==> config.mk <==
export PLATFORM = sky130hd
export DESIGN_NAME = nes_receiver
export DESIGN_NICKNAME = d
export VERILOG_FILES = /design/src/rtl/nes_receiver.sv
export SDC_FILE = /design/constraint.sdc
export NUM_CORES = 1
export LEC_CHECK = 0
export ABC_AREA = 1
export ABC_CLOCK_PERIOD_IN_PS = 1600
export CAP_MARGIN = 5
export CORE_MARGIN = 3
export CORE_UTILIZATION = 50
export CTS_CLUSTER_DIAMETER = 120
export DETAILED_ROUTE_END_ITERATION = 6
export PLACE_DENSITY = 0.74
export SYNTH_ARGS = -nofsm -noshare
export SYNTH_HDL_FRONTEND = slang
export SYNTH_SLANG_ARGS = --single-unit
==> constraint.sdc <==
create_clock -name clk -period 1.6 [get_ports clk]
set_clock_uncertainty 0.15 [all_clocks]
set_input_delay 0.32 -clock clk [delete_from_list [all_inputs] [get_ports clk]]
set_output_delay 0.32 -clock clk [all_outputs]
set_load 0.02 [all_outputs]
==> src/rtl/nes_receiver.sv <==
// nes_receiver: polls an NES pad (latch, 8 clocked bits) and presents an active-high button word.
// Define NES_CONFIRM_EN to update buttons only after two consecutive identical reads.
module nes_receiver #(
  parameter int LATCH_TICKS = 300,
  parameter int HALF_TICKS  = 150
) (
  input  logic       clk,
  input  logic       rst_n,
  input  logic       poll,
  input  logic       nes_data,
  output logic       nes_latch,
  output logic       nes_clk,
  output logic [7:0] buttons,
  output logic       valid,
  output logic       busy
);
  localparam int MAXT = LATCH_TICKS > HALF_TICKS ? LATCH_TICKS : HALF_TICKS;
  localparam int CW = $clog2(MAXT + 1);
  typedef enum logic [2:0] {IDLE, LATCH, LOW, HIGH, DONE} state_t;
  state_t state, next;
  logic [CW-1:0] cnt;
  logic [2:0] idx;
  logic [7:0] shift;
  logic last;
`ifdef NES_CONFIRM_EN
  logic [7:0] prev;
`endif
  always_comb begin
    last = cnt == ((state == LATCH) ? CW'(LATCH_TICKS - 1) : CW'(HALF_TICKS - 1));
    next = state;
    case (state)
      IDLE:    next = poll ? LATCH : IDLE;
      LATCH:   next = last ? LOW : LATCH;
      LOW:     next = last ? ((idx == 3'd7) ? DONE : HIGH) : LOW;
      HIGH:    next = last ? LOW : HIGH;
      default: next = IDLE;
    endcase
  end
  // Line outputs are registered from the next state so they switch on the same edge as the FSM.
  always_ff @(posedge clk or negedge rst_n) begin
    if (!rst_n) begin
      state     <= IDLE;
      cnt       <= '0;
      idx       <= '0;
      shift     <= '0;
      nes_latch <= 1'b0;
      nes_clk   <= 1'b0;
      buttons   <= '0;
      valid     <= 1'b0;
      busy      <= 1'b0;
`ifdef NES_CONFIRM_EN
      prev      <= '0;
`endif
    end else begin
      state     <= next;
      cnt       <= (state == IDLE || state == DONE || last) ? '0 : cnt + 1'b1;
      nes_latch <= next == LATCH;
      nes_clk   <= next == HIGH;
      busy      <= next != IDLE;
      if (state == LOW && last) begin
        shift[3'd7 - idx] <= nes_data;
        idx <= idx + 1'b1;
      end
`ifdef NES_CONFIRM_EN
      valid <= state == DONE && shift == prev;
      if (state == DONE) begin
        prev <= shift;
        if (shift == prev) buttons <= ~shift;
      end
`else
      valid <= state == DONE;
      if (state == DONE) buttons <= ~shift;
`endif
    end
  end
endmodule
Word level (Yosys, flattened, before mapping) --
Index checks and enable logic that the tools add are counted.
Word-level totals: register bits 35, logic and storage cells 40, output and inout bits 12
Operators by class: bitwise operators 1, reductions and logical operators 6, order comparisons 2, add/sub/neg operators 3, muxes and demuxes 11, equality and inequality tests 8
Operators with widths (number):
- two-way mux 9 bit | 2
- case mux 3 bit (4 select lines) | 1
- adder 9 x 1 -> 9 bit, second input constant | 1
- equality test 3 x 2 -> 1 bit, second input constant | 3
- equality test 9 bit | 1
- bitwise mux 8 bit | 1
- NOT 8 bit | 1
- equality test 3 x 1 -> 1 bit, second input constant | 2
- equality test 3 bit, second input constant | 2
- two-way mux 3 bit | 2
- < comparator 3 x 4 -> 1 bit, second input constant | 1
- adder 3 x 1 -> 3 bit, second input constant | 1
- demux 1 bit (select 3 bit) | 1
- >= comparator 3 x 1 -> 1 bit, second input constant | 1
- zero test 3 bit | 1
- two-way mux 1 bit | 3
- nonzero test 3 bit | 1
- subtractor 3 bit, first input constant | 1
- logical AND 1 bit | 2
- logical OR 1 bit | 2
- two-way mux 2 bit | 1

Longest topological paths before layout --
depth in word-level cells 6, depth in mapped cells 11, depth with buffers taken out 11

Worst setup path after synthesis --
No wires, ideal clock.
path kind register -> register, from reg state[2], to reg shift[7], setup time 0.117 ns, path slack 0.105 ns, clock period less this slack 1.495 ns, required time 1.333 ns, data arrival time 1.228 ns, path buffers 0, stages on the path, launching flop included 11, cells stage by stage dfrtp_1 -> inv_2 -> nand2_1 -> nor2_2 -> nand3_2 -> nand2_4 -> nand3_4 -> nor2_4 -> nand2_1 -> nand2_1 -> nand2_1
On the way: cells in the longest elaborated chain, start to end 4, elaborated cells between the ends (all ways) 5
RTL lines:
- start, declared | RTL line 20 | state_t state, next;
- start signal, assigned | RTL line 55 | state <= next;
- equality test 3 x 1 -> 1 bit | RTL line 29 | last = cnt == ((state == LATCH) ? CW'(LATCH_TICKS - 1) : CW'(HALF_TICKS - 1));
- two-way mux 9 bit | RTL line 29
- equality test 9 bit | RTL line 29
- logical AND 1 bit * | RTL line 60 | if (state == LOW && last) begin
- end signal, assigned by index | RTL line 61 | shift[3'd7 - idx] <= nes_data;
- end, declared | RTL line 23 | logic [7:0] shift;
Mark *: on every way between the ends. The rest lies on a longest branch, timed or not. A chain may end at the register's enable or synchronous reset.

Worst setup path after layout --
from reg cnt[1], to reg shift[4]
On the way: cells in the longest elaborated chain, start to end 2
RTL lines:
- start, declared | RTL line 21 | logic [CW-1:0] cnt;
- start signal, assigned | RTL line 56 | cnt <= (state == IDLE || state == DONE || last) ? '0 : cnt + 1'b1;
- equality test 9 bit | RTL line 29
- logical AND 1 bit | RTL line 60
Every way passes these cells.

==> metrics <==
Switch Pwr 0.3386 mW; mapped cell area 1600 um2; drt first pass iters 4; Slew @ Worst Pin 0.2638 ns; global-route total usage across every layer 18.73%; Top Ports 16; Die ar. 3916 um2; Post-synth EDFFs 0; Row Count 19; delay-heaviest family, CP simple AND/OR/NAND/NOR gates; worst slack, placed -0.07695 ns; Residual DRC 0; Iteration-0 DRC Markers 91; required time worst endpoint 1.71 ns; met3 usage 4.856%; critical path class reg -> reg; CP Buf/Inv Count 1; total placed cells including tap cells 244; Avg Inst Size Synth 8.745 um2; core area 2900 um2; DR vias/cell 5.306; Mapped Nets 190; HPWL after DPL 2215 um; yosys warns 0; RePlAce Congestion 0.8984; crit path time final 1.650 ns; CP peak stage delay 0.46 ns; Syn Inst Count 183; leakage 1.013 nW; XOR/XNOR share of the synthesized area 1.095%; most frequent cell after synthesis nand2_1; final worst slack -0.05044 ns; Compound-Gate Fraction of Synth Area 6.646%; deepest clock path buffer count 2; post-synthesis mux area share 0%; final net count 232; reg2reg path depth 7; most frequent cells after synthesis 49 x nand2_1, 35 x dfrtp_1, 19 x nor2_1; CTS root buffer clkbuf_4; FFs w/ async S/R, synth 100.0%; Distinct cells, synth 26; Slew Limit Fails 0; cts bufs inserted 5; crit end category register; P_int 1.224 mW; grt ovf 0; max-cap viol count 0; clock network fraction of total power 41.4%; worst r2r src cnt[1]; Crit-path slowest cell dfrtp_2; maximum VDD drop 357.9 uV; Hold Path Class in -> async; DRT Wirelength 3756 um; crit path DAT 1.76 ns; status complete, but fails checks; CTS tree done; RSZ-0062 raised after global routing yes; area share of the largest cell type after synthesis 54.73%; Hold Fails Final Rpt 0; share of post-route cells with drive strength above 1 30.53%; top cells by area, synth dfrtp_1 55%, nand2_1 11%, nor2_1 4.5%; slew margin rel. 82.35%; main combinational cell family by area after synthesis simple AND/OR/NAND/NOR gates; Seq cells post-synth 35; Final Power 1.563 mW; Sink Count 35; r2r setup slk -0.05 ns; sequential share of the synthesized area 54.73%; r2r endpoint shift[4]; WL/cell 14.01 um; Vias 1422; final setup fails 5; CP cell instances nor3_2 -> nand3_2 -> nand2_4 -> buf_4 -> nand3_4 -> o21ai_2 -> nand2_1; IO buf count 15; first-pass GRT wire length 5796 um; violated checks negative setup slack; Critical Path Start Type register; Post-Layout Cell Count 268; H-tree depth 2; busiest grt layer met2; leading area contributor after synthesis dfrtp_1; Starting Density 55.18%; clk_lat worst skew 0.35 ns; Synth Area in Simple Gates 30.10%; Tcrit/Tclk final 103.2%; antenna violations before repair 0; GR Layer Usage met1 21.45%; sequential share of power 56.6%; WHS 0.1768 ns; Syn-to-layout area delta 36.59%; met2 GRT Util 31.82%; f_max 605.9 MHz; post-route ant nets 0; Die Height 62.58 um; combinational share of power 2.0%; PD cells 714.9 nW/um2; vias in the first global route 1335; die extent in x 62.58 um; hold buffers post-CTS 0; crit-path max FO 5; Main synth FF type dfrtp_1; largest net degree at the start of global routing 36; antenna diode count 0; Adder-Cell Fraction of Synth Area 2.346%; Sw Ratio 21.67%; clk slew on worst S/H paths 0.11 ns
repair_timing:
item,in CTS,in global routing
endpoints found under the setup margin,25,29
pin swaps,10,9
setup buffers,11,3
hold endpoints to repair,0,0
gates resized for setup,23,27
cloned,2,0
worst max-delay path by stage:
stage                  start       end  slack (ns)  cells past startpoint
global route          cnt[1]  shift[7]       -0.16                      8
floorplan           state[2]  shift[7]        0.11                     10
detailed placement  state[2]  shift[3]       -0.08                     10
global placement    state[2]  shift[3]        0.01                     10
finish                cnt[1]  shift[4]       -0.05                      7
CTS                   cnt[1]    cnt[8]       -0.04                      8
routing by layer:
layer	share of wire [%]	vias up
li1	-	678
met1	39	691
met2	55	42
met3	4.5	11
met4	1.9	0
met5	0	-
flip-flops by register name (all words and copies together), names as in the netlist:
signal	flops
nes_clk	1
busy	1
buttons	8
valid	1
nes_latch	1
shift	8
idx	3
state	3
cnt	9
kinds of logic (layout without fill, tap and decap cells):
logic type | Yosys count | in the layout
flip-flops | 35 | 35
XOR/XNOR | 2 | 2
buffers and inverters | 21 | 63
AO/OA/AOI/OAI | 21 | 21
AND/OR/NAND/NOR | 101 | 102
adder cells (fa/ha/maj) | 3 | 3
power by group through the flow:
stage / Combinational (mW) / Clock, mW / Sequential [mW]
5_1_grt: 0.0365 / 0.703 / 0.884
2_1_floorplan: 0.00254 / 0 / 0.902
6_report: 0.0316 / 0.647 / 0.884
3_5_place_dp: 0.0328 / 0 / 0.901
4_1_cts: 0.0330 / 0.648 / 0.884
3_3_place_gp: 0.0318 / 0 / 0.901
final cells by class:
class / instances / area [um2]
Sequential cell: 35 / 878.3
Multi-Input combinational cell: 128 / 790.8
Fill cell: 220 / 714.4
Timing Repair Buffer: 36 / 305.3
Inverter: 18 / 72.57
Tap cell: 42 / 52.55
Clock inverter: 3 / 43.79
Clock buffer: 5 / 37.54
Timing Repair inverter: 1 / 5.005
stage by stage:
step	utilization [%]	TNS, ns	cell area (um2)
4_1_cts	71.14	-0.09659	2063
6_report	75.37	-0.1510	2186
5_1_grt	75.37	-1.108	2186
3_5_place_dp	63.98	-0.4683	1856
3_3_place_gp	63.98	0	1856
2_1_floorplan	-	0	1600
layout by cell type, fill, tap and decap left out, types with 4 or more instances in the layout:
cell / count
nand3_1: 4
dfrtp_1: 33
o21ai_0: 9
nor3_1: 4
nand2_2: 5
o21ai_2: 4
nand4_1: 8
buf_4: 20
nand2_1: 43
nand2_4: 4
nor2_1: 15
dlygate4sd2_1: 12
o21ai_1: 5
inv_1: 14
nor2_4: 5
clkbuf_4: 5
Power figures use the tool's default switching activity.
